File: src/rtl/mul_share_ctrl.sv
// Round-robin front end that shares one start/valid shift-add multiplier core
// among N requesters and returns each product tagged with its requester id.
module mul_share_ctrl #(
  parameter int N   = 4,
  parameter int IDW = 2,
  parameter int AW  = 8,
  parameter int BW  = 3,
  parameter int RW  = 11
) (
  input  logic            clk,
  input  logic            rst,
  input  logic [N-1:0]    req,
  input  logic [N*AW-1:0] req_a,
  input  logic [N*BW-1:0] req_b,
  output logic [N-1:0]    gnt,
  output logic            busy,
  output logic            rsp_valid,
  output logic [IDW-1:0]  rsp_id,
  output logic [RW-1:0]   rsp_result,
  output logic            mul_start,
  output logic [AW-1:0]   mul_a,
  output logic [BW-1:0]   mul_b,
  input  logic            mul_valid,
  input  logic [RW-1:0]   mul_result
);

  typedef enum logic {IDLE, WAIT} state_t;

  state_t         state;
  logic [IDW-1:0] ptr;
  logic [IDW-1:0] cur;
  logic [IDW-1:0] win;
  logic           found;
  logic           issue;

  // First pending requester at or above the pointer, wrapping modulo N.
  always_comb begin
    int k;
    // NOTE: every always_comb output gets a default first so no latch is inferred.
    found = 1'b0;
    win   = '0;
    k     = 0;
    for (int i = 0; i < N; i++) begin
      k = int'(ptr) + i;
      if (k >= N) k = k - N;
      if (!found && req[k]) begin
        found = 1'b1;
        win   = IDW'(k);
      end
    end
  end

  // The core has no reset, so an issue always waits for its valid flag,
  // including right after rst while an abandoned operation is still counting.
  assign issue = (state == IDLE) && mul_valid && found && !rst;

  always_comb begin
    gnt       = '0;
    mul_start = issue;
    mul_a     = '0;
    mul_b     = '0;
    if (issue) begin
      gnt[win] = 1'b1;
      mul_a    = req_a[int'(win)*AW +: AW];
      mul_b    = req_b[int'(win)*BW +: BW];
    end
  end

  // NOTE: sequential state uses non-blocking assignments only, so every
  // register sees pre-edge values regardless of statement order.
  always_ff @(posedge clk) begin
    if (rst) begin
      state      <= IDLE;
      ptr        <= '0;
      cur        <= '0;
      busy       <= 1'b0;
      rsp_valid  <= 1'b0;
      rsp_id     <= '0;
      rsp_result <= '0;
    end else begin
      rsp_valid <= 1'b0;
      case (state)
        IDLE: begin
          if (issue) begin
            cur   <= win;
            ptr   <= (win == IDW'(N-1)) ? '0 : win + 1'b1;
            state <= WAIT;
            busy  <= 1'b1;
          end
        end
        WAIT: begin
          if (mul_valid) begin
            rsp_result <= mul_result;
            rsp_id     <= cur;
            rsp_valid  <= 1'b1;
            state      <= IDLE;
            busy       <= 1'b0;
          end
        end
        default: state <= IDLE;
      endcase
    end
  end

endmodule

File: config.mk
export PLATFORM = sky130hd
export DESIGN_NAME = mul_share_ctrl
export DESIGN_NICKNAME = d
export VERILOG_FILES = /design/src/rtl/mul_share_ctrl.sv
export SDC_FILE = /design/constraint.sdc
export NUM_CORES = 1
export LEC_CHECK = 0
export ABC_AREA = 1
export CAP_MARGIN = 25
export CORE_MARGIN = 8
export CORE_UTILIZATION = 42
export DETAILED_ROUTE_END_ITERATION = 6
export PLACE_DENSITY = 0.87
export SYNTH_ARGS = -nofsm -noshare
export SYNTH_HDL_FRONTEND = slang
export SYNTH_SLANG_ARGS = --single-unit
export TNS_END_PERCENT = 5
File: constraint.sdc
create_clock -name clk -period 5.91 [get_ports clk]
set_input_delay 1.182 -clock clk [delete_from_list [all_inputs] [get_ports clk]]
set_output_delay 1.182 -clock clk [all_outputs]
set_load 0.005 [all_outputs]
# Word-level counts from Yosys, hierarchy flattened
# Index checks and enable logic that the tools add are counted.
[totals]
register_bits = 20
wordCells = 84
[op_classes]
addsub = 8
n_mul = 1
n_lt_le_gt_ge = 10
n_eq_ne = 3
shift = 2
muxes = 37
bitwise_logic = 1
n_reduce_logical = 15
[ops]
columns = ["op", "n"]
rows = [
  ["$lt 32x4->1 const B", 4],
  ["$mux 32", 4],
  ["$shiftx 32x6->8", 1],
  ["$mux 1", 18],
  ["$shiftx 12x5->3", 1],
  ["$sub 3x3->4 const B", 3],
  ["$mux 2", 5],
  ["$ge 3x3->1 const B", 3],
  ["$bmux 1 s2", 4],
  ["$mux 8", 1],
  ["$logic_and 1x1->1", 7],
  ["$add 2x2->3 const B", 2],
  ["$reduce_and 2->1", 3],
  ["$logic_not 1->1", 4],
  ["$mul 2x2->4 const B", 1],
  ["$mux 4", 1],
  ["$ne 2x2->1 const B", 2],
  ["$pmux 1 s2", 2],
  ["$sub 2x3->4 const B", 1],
  ["$add 2x1->3 const B", 1],
  ["$ge 2x3->1 const B", 1],
  ["$lt 2x3->1 const B", 1],
  ["$mux 3", 1],
  ["$add 2x1->2 const B", 1],
  ["other kinds (5)", 5],
]

# Longest topological paths before layout
[logic_depth]
word_depth = 20
ltp_mapped = 14
ltp_nobuf = 13

# Worst setup path after synthesis
# No wires, ideal clock.
[synth_path]
path_type = "input to output"
start = "input req[3]"
end = "output gnt[1]"
t_arrival_ps = 2305
required_time_ps = 4728
setup_slack_ps = 2423
stages = 13
n_path_buf = 1
cell_sequence = "inv_1 -> nand2_2 -> nand3_2 -> nand2_2 -> nor2_8 -> nand3_4 -> nand2_4 -> nand2_4 -> buf_6 -> inv_2 -> ha_1 -> inv_1 -> nor2_1"
[synth_between]
elab_chain_len = 18
elab_cells_between_ends = 34
classes_between = "2 x order compare; 23 x mux; 9 x reduce/logical"
[synth_lines]
columns = ["element", "line_no", "text"]
rows = [
  ["from (decl)", "12", "input logic [N-1:0] req,"],
  ["$bmux 1 s2", "46", "if (!found && req[k]) begin"],
  ["$mux 1 (not written as such) (2 in a row)", "46", ""],
  ["$mux 1", "46", ""],
  ["$logic_not 1->1", "46", ""],
  ["$logic_and 1x1->1", "46", ""],
  ["$mux 1", "46", ""],
  ["$logic_not 1->1", "46", ""],
  ["$logic_and 1x1->1", "46", ""],
  ["(+2 left out)", "--", ""],
  ["$logic_and 1x1->1", "46", ""],
  ["$mux 2 *", "46", ""],
  ["net win[0]", "32", "logic [IDW-1:0] win;"],
  ["$lt 2x3->1 (not written as such) / $ge 2x1->1 (equally long branches)", "63", "gnt[win] = 1'b1;"],
  ["$logic_and 1x1->1 (not written as such)", "63", ""],
  ["$mux 1 (not written as such)", "63", ""],
  ["$demux 1 s2 *", "63", ""],
  ["$mux 4 *", "62", "if (issue) begin"],
  ["to (decl)", "15", "output logic [N-1:0] gnt,"],
]
# The timed path passes the listed nets; every way through them passes the cells marked *. The select of a mux whose other input is x is not followed.

# Worst setup path in the final report
[layout_path]
start = "input req[2]"
end = "output mul_a[5]"
[layout_between]
elab_cells_between_ends = 30
classes_between = "1 x shift; 21 x mux; 8 x reduce/logical"
[layout_rtl]
columns = ["element", "line_no", "text"]
rows = [
  ["$bmux 1 s2", "46", ""],
  ["$mux 1 (not written as such) (2 in a row)", "46", ""],
  ["$mux 1", "46", ""],
  ["$logic_not 1->1", "46", ""],
  ["$logic_and 1x1->1", "46", ""],
  ["$mux 1", "46", ""],
  ["$logic_not 1->1", "46", ""],
  ["$logic_and 1x1->1", "46", ""],
  ["$mux 1", "46", ""],
  ["$logic_not 1->1", "46", ""],
  ["$logic_and 1x1->1", "46", ""],
  ["$mux 2 *", "46", ""],
  ["net win[1]", "32", ""],
  ["$shiftx 32x6->8 *", "64", "mul_a = req_a[int'(win)*AW +: AW];"],
  ["$mux 8 *", "62", ""],
  ["to (decl)", "21", "output logic [AW-1:0] mul_a,"],
]
# Marked as above.

==> results.py <==
metrics = {
    "sta": {
        "relSlewSlack_pct": 54.5,
        "rsz0062_at_grt": "no",
        "worst_pin_slew_ns": 0.681,
        "tns_ns": 0,
        "fin_crit_sh_pct": 83.1,
        "fmax_ghz": 0.204,
        "hold_ws_ns": 0.470,
        "hold_viol": 0,
        "finClkSkew_ns": 0.00113,
        "maxSlewViolCount": 0,
        "setup_viol": 0,
        "layout_min_cycle_time_ns": 4.91,
    },
    "route": {
        "detail_route.wl_per_cell_um": 12.4,
        "vias_per_cell": 4.73,
        "drt-initial-drc-count": 120,
        "dr_wl_met3_um": 584,
        "wl_met1_mm": 2.08,
        "dr_wl_met2_mm": 2.37,
        "dr.max_layer_used": "met4",
        "postRouteAntennaNets": 0,
        "firstDrtPassIters": 4,
        "routed_wl_mm": 5.05,
        "via_count": 1930,
        "post-route-drc-count": 0,
    },
    "die": {
        "die_h_um": 78.8,
        "rows": 23,
        "io_pins": 93,
        "initial_utilization_pct": 42.7,
        "die_width_um": 78.8,
        "fp.coreArea_um2": 3880,
        "die-area_um2": 6210,
    },
    "setup_path": {
        "critical_path_peak_fanout": 12,
        "worstSetupPathType": "in -> out",
        "endpoint_kind": "primary output",
        "critPathRequiredTime_ns": 4.73,
        "arrival_ns": 3.73,
        "start_kind": "input pin",
        "rrSetupSlack_ns": 3.27,
        "reg2reg_depth": 12,
    },
    "yosys": {
        "yosysWarnings": 0,
        "synthCells": 274,
        "synth_xor_area_share_pct": 0,
        "synth_edf_count": 0,
        "yosysSeqAreaShare_pct": 24.2,
        "ys_types": 25,
        "synth_fa_ha_area_share_pct": 3.02,
        "muxShareOfSynthArea_pct": 0,
        "async_flop_share_pct": 0,
        "synth_nets": 340,
        "synthSimpleGateAreaFrac_pct": 47.2,
        "synthFlopType": "dfxtp_1",
        "syn_avg_cell_area_um2": 6.05,
        "yosys_register_bits": 20,
        "synth_top_family_by_area": "simple AND/OR/NAND/NOR gates",
        "synth_compound_area_share_pct": 9.66,
        "synthesis.area_um2": 1660,
    },
    "power": {
        "p_per_area_nw_per_um2": 205,
        "p_leak_uw": 0.00122,
        "p_total_uw": 536,
        "irDropWorstVdd_mv": 0.0988,
    },
    "clock_tree": {
        "cts_tree": "built",
        "cts_resized": 0,
        "cts_root_buf": "clkbuf_8",
        "postCtsSetupBuffers": 0,
        "cts_max_level": 1,
        "cts-buffers-inserted": 3,
        "clkLatencyLatePin_ns": 0.25,
        "cts.sinks": 20,
        "hold_buffers": 0,
        "cts_buffer_depth": 2,
        "clk_pin_slew_worst_paths_ns": 0.07,
    },
    "grt": {
        "grt_usage_pct": 15.9,
        "grt.overflow.total": 0,
        "antenna_found_initial": 0,
        "grt_pass1_wl_mm": 8.38,
        "grt_max_degree": 32,
        "grt_pass1_vias": 1883,
    },
    "final_layout": {
        "fin_area_um2": 2620,
        "areaGrowthSynthToFinish_pct": 57.7,
        "final_net_count": 425,
        "drive_gt1_share_pct": 7.26,
        "fillCellCount": 368,
        "antennaDiodeCount": 0,
        "post-route-util_pct": 67.3,
    },
    "placed_design": {
        "post-dp-hpwl_mm": 4.11,
        "port_buffers": 92,
        "place_congestion": 0.800,
        "placed_area_um2": 2560,
    },
    "run_status": {
        "status": "completed",
    },
    "worst_hold_path": {
        "whs_path_depth": 2,
        "hp-class": "reg -> reg",
    },
    "flow_run": {
        "drv.max_cap_violation_count": 0,
    },
}
==> cell families (layout without fill, tap and decap cells) <==
group	Yosys count	count (layout)
AO/OA/AOI/OAI	31	31
AND/OR/NAND/NOR	158	158
flip-flops	20	20
buffers and inverters	61	145
adder cells (fa/ha/maj)	4	4
==> routing by layer <==
| layer | GRT usage, % | vias to the layer above |
|---|---|---|
| met2 | 27.8 | 80 |
| met4 | 2.22 | 0 |
| met1 | 17.9 | 833 |
| met3 | 6.88 | 4 |
| li1 | - | 1013 |
| met5 | 0 | - |
==> cell usage after synthesis, types with 5 or more instances <==
| library cell | number | area share [%] |
|---|---|---|
| o21ai_0 | 15 | 4.5 |
| nand2_2 | 7 | 2.6 |
| a21oi_1 | 14 | 4.2 |
| inv_1 | 45 | 10 |
| nand3b_1 | 9 | 4.1 |
| buf_2 | 5 | 1.5 |
| dfxtp_1 | 20 | 24 |
| nand3_1 | 33 | 10 |
| nor2_1 | 34 | 7.7 |
| nand2_1 | 57 | 13 |
==> through the flow <==
step / instances / setup slack, ns
after floorplan: 274 / 2.42
after global placement: 404 / 1.04
after detailed placement: 404 / 0.989
after CTS: 408 / 0.989
after global routing: 408 / 0.653
final: 408 / 1.00
==> state kept, by name (all words and copies together) (netlist names) <==
| register | flops |
|---|---|
| rsp_result | 11 |
| cur | 2 |
| ptr | 2 |
| rsp_id | 2 |
| busy | 1 |
| rsp_valid | 1 |
| state | 1 |
==> worst max-delay path, stage by stage <==
cell and delay (ns):
clkdlybuf4s50_1 0.47, inv_1 0.05, nand2_1 0.09, nand3_1 0.10
nand2_1 0.09, inv_1 0.09, nand3_4 0.10, nand3_1 0.07
nand2_1 0.35, inv_2 0.20, nor2_1 0.25, nand3_1 0.11
nand2_1 0.08, clkdlybuf4s50_1 0.49
==> cell usage in the layout, fill, tap and decap left out, drive strengths merged <==
cell	synthesis	layout
a21oi	14	14
a31oi	1	1
clkbuf	3	4
clkdlybuf4s50	0	92
dfxtp	20	20
ha	4	4
inv	49	49
nand2	68	68
nand3	36	36
nand3b	9	9
nand4	1	1
nor2	37	37
nor3	1	1
o21ai	16	16
or2	6	6
==> power breakdown <==
part           internal (uW)  switching [uW]
clock                   59.2            41.2
sequential               143            7.26
combinational            130             155
total                    332             203
==> worst paths after layout <==
path / to / start
max reg2reg: ptr[1]$_SDFFE_PP0P_ / ptr[0]$_SDFFE_PP0P_
min reg2reg: cur[0]$_SDFFE_PP0P_ / cur[0]$_SDFFE_PP0P_
max: mul_a[5] / req[2]
min: cur[0]$_SDFFE_PP0P_ / cur[0]$_SDFFE_PP0P_
==> area by class of cell <==
| cell class | instances | area [um2] | share of cell area, % |
|---|---|---|---|
| Multi-Input combinational cell | 193 | 992 | 37.9 |
| Timing Repair Buffer | 92 | 921 | 35.2 |
| Sequential cell | 20 | 400 | 15.3 |
| Inverter | 49 | 184 | 7.03 |
| Tap cell | 50 | 62.6 | 2.39 |
| Clock buffer | 4 | 55.1 | 2.11 |
(Power assumes the default switching activity.)
